### config.mk
export PLATFORM = sky130hd
export DESIGN_NAME = tt_sweep
export DESIGN_NICKNAME = d
export VERILOG_FILES = /design/src/rtl/tt_sweep_pkg.sv /design/src/rtl/tt_settle_cnt.sv /design/src/rtl/tt_sweep.sv
export SDC_FILE = /design/constraint.sdc
export NUM_CORES = 1
export LEC_CHECK = 0
export CAP_MARGIN = 0
export CELL_PAD_IN_SITES_DETAIL_PLACEMENT = 0
export CELL_PAD_IN_SITES_GLOBAL_PLACEMENT = 1
export CORE_MARGIN = 5
export CORE_UTILIZATION = 39
export CTS_CLUSTER_DIAMETER = 50
export DETAILED_ROUTE_END_ITERATION = 16
export HOLD_SLACK_MARGIN = 0.12
export PLACE_DENSITY = 0.79
export SYNTH_ARGS = -nofsm -noshare
export SYNTH_HDL_FRONTEND = slang
export SYNTH_SLANG_ARGS = --single-unit
export TNS_END_PERCENT = 100
### constraint.sdc
create_clock -name clk -period 2 [get_ports clk]
set_input_delay 0.2 -clock clk [delete_from_list [all_inputs] [get_ports clk]]
set_output_delay 0.2 -clock clk [all_outputs]
set_load 0.005 [all_outputs]
### src/rtl/tt_sweep_pkg.sv
// -----------------------------------------------------------------------------
// tt_sweep_pkg
// Shared types and sizing for the truth-table sweep stage.
//   tt_state_t : sweep FSM states (IDLE, DRIVE, SAMPLE, DONE)
//   TT_NUM_VEC : number of input vectors of the 3-input block
//   TT_IDX_W   : width of the vector index
//   TT_CNT_W   : width of the settle counter
// -----------------------------------------------------------------------------
package tt_sweep_pkg;

    localparam int TT_NUM_VEC = 8;
    localparam int TT_IDX_W   = 3;
    localparam int TT_CNT_W   = 4;

    typedef enum logic [1:0] {
        IDLE   = 2'd0,
        DRIVE  = 2'd1,
        SAMPLE = 2'd2,
        DONE   = 2'd3
    } tt_state_t;

endpackage : tt_sweep_pkg

### src/rtl/tt_settle_cnt.sv
// -----------------------------------------------------------------------------
// tt_settle_cnt
// Settle counter: counts the cycles a vector has been held on the block.
//   clk     in  : clock, rising edge
//   rst_n   in  : asynchronous active-low reset
//   clear   in  : synchronous clear to 0 (has priority over enable)
//   enable  in  : increment by one this cycle
//   expired out : count has reached SETTLE_CYCLES-1
// Parameter SETTLE_CYCLES (1..15): hold time per vector in cycles.
// -----------------------------------------------------------------------------
module tt_settle_cnt
    import tt_sweep_pkg::*;
#(
    parameter int SETTLE_CYCLES = 1
) (
    input  logic clk,
    input  logic rst_n,
    input  logic clear,
    input  logic enable,
    output logic expired
);

    localparam logic [TT_CNT_W-1:0] LAST_CNT = TT_CNT_W'(SETTLE_CYCLES - 1);

    logic [TT_CNT_W-1:0] cnt_q;
    logic [TT_CNT_W-1:0] cnt_d;

    always_comb begin
        cnt_d = cnt_q;
        if (clear) begin
            cnt_d = '0;
        end else if (enable) begin
            cnt_d = cnt_q + TT_CNT_W'(1);
        end
    end

    always_ff @(posedge clk or negedge rst_n) begin
        if (!rst_n) begin
            cnt_q <= '0;
        end else begin
            cnt_q <= cnt_d;
        end
    end

    assign expired = (cnt_q == LAST_CNT);

endmodule : tt_settle_cnt

### src/rtl/tt_sweep.sv
// -----------------------------------------------------------------------------
// tt_sweep
// Stimulus/capture stage for the 3-input, 2-output combinational lab block.
// Steps {I1,I2,I3} through vectors 0..7, holds each for SETTLE_CYCLES cycles,
// samples O1/O2 in a one-cycle SAMPLE state and builds two 8-bit truth tables.
//   clk, rst_n      in  : clock (rising edge), asynchronous active-low reset
//   start           in  : begin a sweep (honoured in IDLE/DONE only)
//   I1, I2, I3      out : registered drive vector, {I1,I2,I3} == idx
//   O1, O2          in  : block responses
//   idx             out : current vector index
//   busy            out : high in DRIVE/SAMPLE
//   done            out : high in DONE, until the next start or reset
//   tt_o1, tt_o2    out : captured truth tables (bit i = response to vector i)
//   mismatch        out : golden-table comparison result
// Optional feature, macro TT_SWEEP_CHECK_EN: compares the final tables with
// EXP_O1/EXP_O2 on entry to DONE. Without it mismatch is tied 0.
// -----------------------------------------------------------------------------
module tt_sweep
    import tt_sweep_pkg::*;
#(
    parameter int                    SETTLE_CYCLES = 1,
    parameter logic [TT_NUM_VEC-1:0] EXP_O1        = 8'hE8,
    parameter logic [TT_NUM_VEC-1:0] EXP_O2        = 8'h69
) (
    input  logic                  clk,
    input  logic                  rst_n,
    input  logic                  start,
    output logic                  I1,
    output logic                  I2,
    output logic                  I3,
    input  logic                  O1,
    input  logic                  O2,
    output logic [TT_IDX_W-1:0]   idx,
    output logic                  busy,
    output logic                  done,
    output logic [TT_NUM_VEC-1:0] tt_o1,
    output logic [TT_NUM_VEC-1:0] tt_o2,
    output logic                  mismatch
);

    localparam logic [TT_IDX_W-1:0] LAST_IDX = TT_IDX_W'(TT_NUM_VEC - 1);

    tt_state_t             state_q, state_d;
    logic [TT_IDX_W-1:0]   idx_q, idx_d;
    logic [TT_NUM_VEC-1:0] tt_o1_q, tt_o1_d;
    logic [TT_NUM_VEC-1:0] tt_o2_q, tt_o2_d;
    logic                  cnt_clear;
    logic                  cnt_enable;
    logic                  cnt_expired;

    tt_settle_cnt #(
        .SETTLE_CYCLES (SETTLE_CYCLES)
    ) u_settle_cnt (
        .clk     (clk),
        .rst_n   (rst_n),
        .clear   (cnt_clear),
        .enable  (cnt_enable),
        .expired (cnt_expired)
    );

    // NOTE: every signal assigned here gets a default first; a path that
    // leaves one unassigned would infer a latch.
    always_comb begin
        state_d    = state_q;
        idx_d      = idx_q;
        tt_o1_d    = tt_o1_q;
        tt_o2_d    = tt_o2_q;
        cnt_clear  = 1'b0;
        cnt_enable = 1'b0;

        case (state_q)
            IDLE, DONE: begin
                if (start) begin
                    state_d   = DRIVE;
                    idx_d     = '0;
                    tt_o1_d   = '0;
                    tt_o2_d   = '0;
                    cnt_clear = 1'b1;
                end
            end
            DRIVE: begin
                cnt_enable = 1'b1;
                if (cnt_expired) begin
                    state_d = SAMPLE;
                end
            end
            SAMPLE: begin
                // Capture the response present in this cycle, then move on;
                // the counter restarts from 0 for the next vector.
                tt_o1_d[idx_q] = O1;
                tt_o2_d[idx_q] = O2;
                cnt_clear      = 1'b1;
                if (idx_q == LAST_IDX) begin
                    state_d = DONE;
                end else begin
                    idx_d   = idx_q + TT_IDX_W'(1);
                    state_d = DRIVE;
                end
            end
            default: begin
                state_d = IDLE;
            end
        endcase
    end

    // NOTE: state registers use non-blocking assignments so every flop
    // samples the pre-edge values regardless of statement order.
    always_ff @(posedge clk or negedge rst_n) begin
        if (!rst_n) begin
            state_q <= IDLE;
            idx_q   <= '0;
            tt_o1_q <= '0;
            tt_o2_q <= '0;
        end else begin
            state_q <= state_d;
            idx_q   <= idx_d;
            tt_o1_q <= tt_o1_d;
            tt_o2_q <= tt_o2_d;
        end
    end

`ifdef TT_SWEEP_CHECK_EN
    logic mismatch_q, mismatch_d;

    // Compare the next-state tables so the final sample is included when
    // the result lands together with done.
    always_comb begin
        mismatch_d = mismatch_q;
        if (state_q != DONE && state_d == DONE) begin
            mismatch_d = (tt_o1_d != EXP_O1) || (tt_o2_d != EXP_O2);
        end else if (state_q == DONE && state_d != DONE) begin
            mismatch_d = 1'b0;
        end
    end

    always_ff @(posedge clk or negedge rst_n) begin
        if (!rst_n) begin
            mismatch_q <= 1'b0;
        end else begin
            mismatch_q <= mismatch_d;
        end
    end

    assign mismatch = mismatch_q;
`else
    // Golden tables are only consumed by the checker; fold them into a
    // dangling net so the build without it stays warning-free.
    logic unused_exp;
    assign unused_exp = ^{EXP_O1, EXP_O2};
    assign mismatch   = 1'b0;
`endif

    assign {I1, I2, I3} = idx_q;
    assign idx          = idx_q;
    assign busy         = (state_q == DRIVE) || (state_q == SAMPLE);
    assign done         = (state_q == DONE);
    assign tt_o1        = tt_o1_q;
    assign tt_o2        = tt_o2_q;

endmodule : tt_sweep

[After elaboration in Yosys (flattened, before gate mapping)]
Cells that the tools add are included.
Operators by class
  add/sub/neg operators: 2
  $lt $le $gt $ge: 2
  eq/ne operators: 7
  mux-type cells: 19
  reductions and logical operators: 10
Operator list (count)
  $pmux 8 s2: 2
  $bwmux 8: 2
  $mux 4: 2
  $mux 8: 1
  $mux 2: 3
  $mux 3: 2
  $ne 2x2->1 const B: 3
  $pmux 2 s3: 1
  $pmux 3 s2: 1
  $add 4x1->4 const B: 1
  $eq 2x2->1 const B: 2
  $logic_not 4->1: 1
  $lt 3x4->1 const B: 1
  $reduce_and 2->1: 2
  $reduce_bool 2->1: 2
  $add 3x1->3 const B: 1
  $demux 1 s3: 1
  $eq 3x3->1 const B: 1
  $ge 3x1->1 const B: 1
  $mux 1: 3
  $reduce_and 3->1: 1
  $eq 2x1->1 const B: 1
  $logic_not 2->1: 1
  $pmux 1 s2: 1
  3 further kinds: 3
Storage, ports and cells
  register bits: 25
  input port bits: 5
  output and inout bits: 25
  word-level logic and storage cells: 45

[Logic depth before layout (Yosys ltp)]
Gate-level depths: netlist of the first run.
  depth in word-level cells: 6
  mapped depth: 7
  mapped depth without buffers: 5

[Cells and area by module]
Synthesis of the first run repeated with hierarchy kept, for this count alone.
Unflattened totals
  cell total of the unflattened synthesis: 177
  area total of the unflattened synthesis: 1622.8 sq um
Modules (own cells, without submodules)
  tt_sweep: times used 1, cells an instance 157, area an instance 1402.6 sq um, seq. area each 525.5 sq um
  tt_settle_cnt: times used 1, cells an instance 20, area an instance 220.2 sq um, seq. area each 100.1 sq um

[Worst setup path before layout of the first run]
OpenSTA, ideal clock, no wires.
  path type: flip-flop to flip-flop
  from: register state_q[0]
  to: register tt_o1_q[0], in the netlist tt_o1[0]
  library setup time: 0.064 ns
  data arrival time: 1.689 ns
  required time: 1.936 ns
  setup slack: 0.247 ns
  cell stages (with the launch flop): 7
  path buffers: 1
  period minus slack after synthesis: 1.753 ns
  path through: dfrtp_1 -> inv_1 -> ha_1 -> buf_2 -> or4b_4 -> o22ai_1 -> a21o_1
On the way
  cells in the longest elaborated chain, start to end: 4
  elaborated cells on any way between the ends: 8
  those cells by class: eq/ne: 3; mux: 1; reduce/logical: 4
Ends and longest elaborated chain
  from (decl): RTL line tt_sweep.sv:43  | tt_state_t state_q, state_d;
  from (signal assigned): RTL line tt_sweep.sv:115  | state_q <= state_d;
  $eq 2x2->1 or $logic_not 2->1 (tied branches): RTL line tt_sweep.sv:71  | case (state_q)
  $reduce_or 2->1: RTL line tt_sweep.sv:71
  $ne 2x2->1 (no line) or $reduce_bool 2->1 (tied branches)
  $reduce_and 2->1 (no line)
  to (signal assigned): RTL line tt_sweep.sv:117  | tt_o1_q <= tt_o1_d;
  to (decl): RTL line tt_sweep.sv:45  | logic [TT_NUM_VEC-1:0] tt_o1_q, tt_o1_d;
Parallel ways exist; a longest one is shown, timed or not.
A chain may end at the register's enable or synchronous reset.

[Worst setup path in the final report of the first run]
  from: register state_q[0]
  to: output port busy
On the way
  cells in the longest elaborated chain, start to end: 2
  elaborated cells on any way between the ends: 3
  those cells by class: eq/ne: 2; reduce/logical: 1
Ends and longest elaborated chain
  $eq 2x1->1 or $eq 2x2->1 (tied branches): RTL line tt_sweep.sv:155  | assign busy = (state_q == DRIVE) || (state_q == SAMPLE);
  $logic_or 1x1->1 (*): RTL line tt_sweep.sv:155
  to (decl): RTL line tt_sweep.sv:34  | output logic busy,
Every way passes the cells marked *; elsewhere a longest branch is shown, timed or not.

==> results of run 1 <==
==> cells in the mapped netlist, types with 2 or more instances <==
| library cell | instances | area, µm² |
|---|---|---|
| dfrtp_1 | 25 | 626 |
| a21o_1 | 20 | 150 |
| o22ai_1 | 12 | 75.1 |
| ha_1 | 8 | 100 |
| nand2_1 | 7 | 26.3 |
| inv_1 | 6 | 22.5 |
| nand3_1 | 5 | 25.0 |
| or3b_1 | 5 | 43.8 |
| a221o_1 | 4 | 40.0 |
| buf_2 | 4 | 20.0 |
| buf_4 | 4 | 30.0 |
| nand3b_1 | 4 | 30.0 |
| nor2_1 | 4 | 15.0 |
| o21ai_1 | 4 | 20.0 |
| a21oi_1 | 3 | 15.0 |
| clkbuf_1 | 3 | 11.3 |
| mux2i_1 | 3 | 30.0 |
| nor2b_1 | 3 | 18.8 |
| a22o_1 | 2 | 17.5 |
| nand2b_1 | 2 | 12.5 |
| nand4bb_1 | 2 | 22.5 |
==> sequential cells by signal (all words and copies together), names as in the netlist <==
name	cells
state_q	2
tt_o2	8
idx	3
u_settle_cnt.cnt_q	4
tt_o1	8
==> layout make-up <==
class / count / area, µm²
repair buffers: 35 / 333
inverters: 6 / 22.5
multi-input cells: 102 / 764
clock buffers: 4 / 45.0
well taps: 48 / 60.1
flip-flops and latches: 25 / 626
fillers: 361 / 1780
==> worst max path at each step <==
stage	from	end	slack, ns	cells after the start
final	state_q[0]$_DFFE_PN0P_	busy	0.15	4
after global routing	state_q[0]$_DFFE_PN0P_	busy	0.07	4
after CTS	state_q[0]$_DFFE_PN0P_	busy	0.06	4
after detailed placement	state_q[0]$_DFFE_PN0P_	tt_o1[0]$_DFFE_PN0P_	0.14	5
after global placement	state_q[0]$_DFFE_PN0P_	tt_o1[0]$_DFFE_PN0P_	0.22	5
after floorplan	state_q[0]$_DFFE_PN0P_	tt_o1[0]$_DFFE_PN0P_	0.25	6
==> per-stage QoR <==
| step | cells | setup slack (ns) | util [%] | hold WS, ns | power (mW) |
|---|---|---|---|---|---|
| final | 220 | 0.148 | 50.9 | 0.293 | 1.91 |
| after global routing | 220 | 0.0694 | 50.9 | 0.329 | 2.07 |
| after CTS | 220 | 0.0566 | 50.7 | 0.303 | 1.90 |
| after detailed placement | 216 | 0.143 | 49.3 | 0.471 | 1.58 |
| after global placement | 216 | 0.222 | 49.3 | 0.462 | 1.55 |
| after floorplan | 144 | 0.247 | - | -0.0956 | 1.28 |
==> timing repair <==
item	4_1_cts	5_1_grt
hold endpoints to repair	0	0
setup endpoints to repair	1	1
resized for setup	1	1
==> report_power, final <==
part	switching, mW	internal, mW
combinational	0.472	0.464
clock	0.158	0.142
sequential	0.0913	0.585
==> logic make-up (layout without fill, tap and decap cells) <==
family / Yosys count / in the layout / share of synthesized area [%]
flip-flops: 25 / 25 / 42.8
other: 1 / 1 / 0.257
XOR/XNOR: 1 / 1 / 0.599
AND/OR/NAND/NOR: 39 / 39 / 17.3
buffers and inverters: 17 / 45 / 5.74
AO/OA/AOI/OAI: 50 / 50 / 24.4
multiplexers: 3 / 3 / 2.05
adder cells (fa/ha/maj): 8 / 8 / 6.85
==> layer usage <==
layer  track usage, %  up-vias  wire (µm)
met5                0        -          0
met1             18.4      600       1560
met4             5.01        0         51
met2             25.0       27       1630
met3             2.66        5        142
li1                 -      590          -
==> impl_metrics.yaml, run 1 <==
status:
  status: "complete, no violations"
min_path:
  hp-class: "input pin to asynchronous set/reset pin"
placed_design:
  placed_area_mm2: 0.00179
  gp_congestion: 0.785
  place_hpwl_mm: 2.47
  io_buffers: 28
logic_synthesis:
  syn-num-nets: 157
  async_flop_share_pct: 100
  synth_area_mm2: 0.00146
  synth_edf_count: 0
  yosysWarnings: 0
  ys_types: 35
  synth_seq_cells: 25
  ys_seq_area_share_pct: 42.8
  avgSynthCellArea_um2: 10.1
  synthFlopType: "dfrtp_1"
  netlist_instances: 144
critical_path:
  r2r-end: "tt_o1[0]$_DFFE_PN0P_"
  path_cells: "inv_1 -> ha_4 -> inv_1 -> clkdlybuf4s50_1"
  rrSetupSlack_ns: 0.26
  slowest_stage: "clkdlybuf4s50_1"
  timing.critical_path.buf_inv: 3
  critPathMaxFanout: 11
  path_class: "flip-flop to primary output"
  crit_path_frequent_cell: "inv_1"
  crit_path_start_kind: "flip-flop"
  end_kind: "primary output"
  cpPeakStageDelay_ns: 0.50
  cp.arrival_ns: 1.65
  reg2regPathDepth: 5
  cp_data_required_time_ns: 1.80
  path_delay_family: "buffers and inverters"
  r2r_start: "state_q[0]$_DFFE_PN0P_"
floorplan:
  fp-row-count: 22
  core_mm2: 0.00363
  dieArea_mm2: 0.00507
  die_h_um: 71.2
  die_w_um: 71.2
  io_pins: 30
  initial_utilization_pct: 40.2
finish:
  synthToLayoutAreaGrowth_pct: 26.6
  layout_common_cells: "clkdlybuf4s50_1, dfrtp_1, a21o_1"
  mostFrequentLayoutCell: "clkdlybuf4s50_1"
  drive_above_1_share_pct: 6.98
  nNetsFinal: 186
  stdcell_area_mm2: 0.00185
  antennaDiodeCount: 0
sta:
  period_share_pct: 92.6
  rsz0062_at_grt: "no"
  setup_viol: 0
  hold_viol_final: 0
  max_freq_mhz: 540
  clock-skew-final_ns: 0.00640
  setup_tns_ns: 0
  slew_violations: 0
  post-route-min-period_ns: 1.85
job:
  max_cap_viol_count: 0
cts:
  clockBufferDepth: 2
  clockRootBuffer: "clkbuf_8"
  htreeDepth: 1
  holdBufCountCts: 0
  cts.clk_slew.worst_paths_ns: 0.09
  cts_made_buffers: 3
  cts.sinks: 25
  cts_setup_buffers: 0
  clk_latency_ns: 0.27
  cts_tree: "yes"
power_and_ir_drop:
  p_leak_nw: 0.888
  ir_worst_vdd_mv: 0.428
  power.density_mw_per_mm2: 1030
global_routing:
  grt_pass1_vias: 1338
  antenna_found_initial: 0
  overflow: 0
  grt_usage_pct: 14.6
  grt_max_degree: 26
  grt_pass1_wl_mm: 6.11
routing:
  routedWlPerCell_um: 15.4
  drt_pass1_iterations: 6
  vias: 1222
  drtIter0Drc: 33
  drtAntennaViolNets: 0
  drc: 0
  drt_wl_total_mm: 3.38
  via_per_inst: 5.55
(Power assumes the default switching activity.)
==> inputs of run 2 (changes only) <==
--- a/config.mk
+++ b/config.mk
@@ -5,12 +5,12 @@
 export SDC_FILE = /design/constraint.sdc
 export NUM_CORES = 1
 export LEC_CHECK = 0
-export CAP_MARGIN = 0
 export CELL_PAD_IN_SITES_DETAIL_PLACEMENT = 0
 export CELL_PAD_IN_SITES_GLOBAL_PLACEMENT = 1
 export CORE_MARGIN = 5
 export CORE_UTILIZATION = 39
 export CTS_CLUSTER_DIAMETER = 50
+export CTS_CLUSTER_SIZE = 14
 export DETAILED_ROUTE_END_ITERATION = 16
 export HOLD_SLACK_MARGIN = 0.12
 export PLACE_DENSITY = 0.79
==> results of run 2 <==
Same layout as run 1: the final DEF is identical, and so are final timing and power.
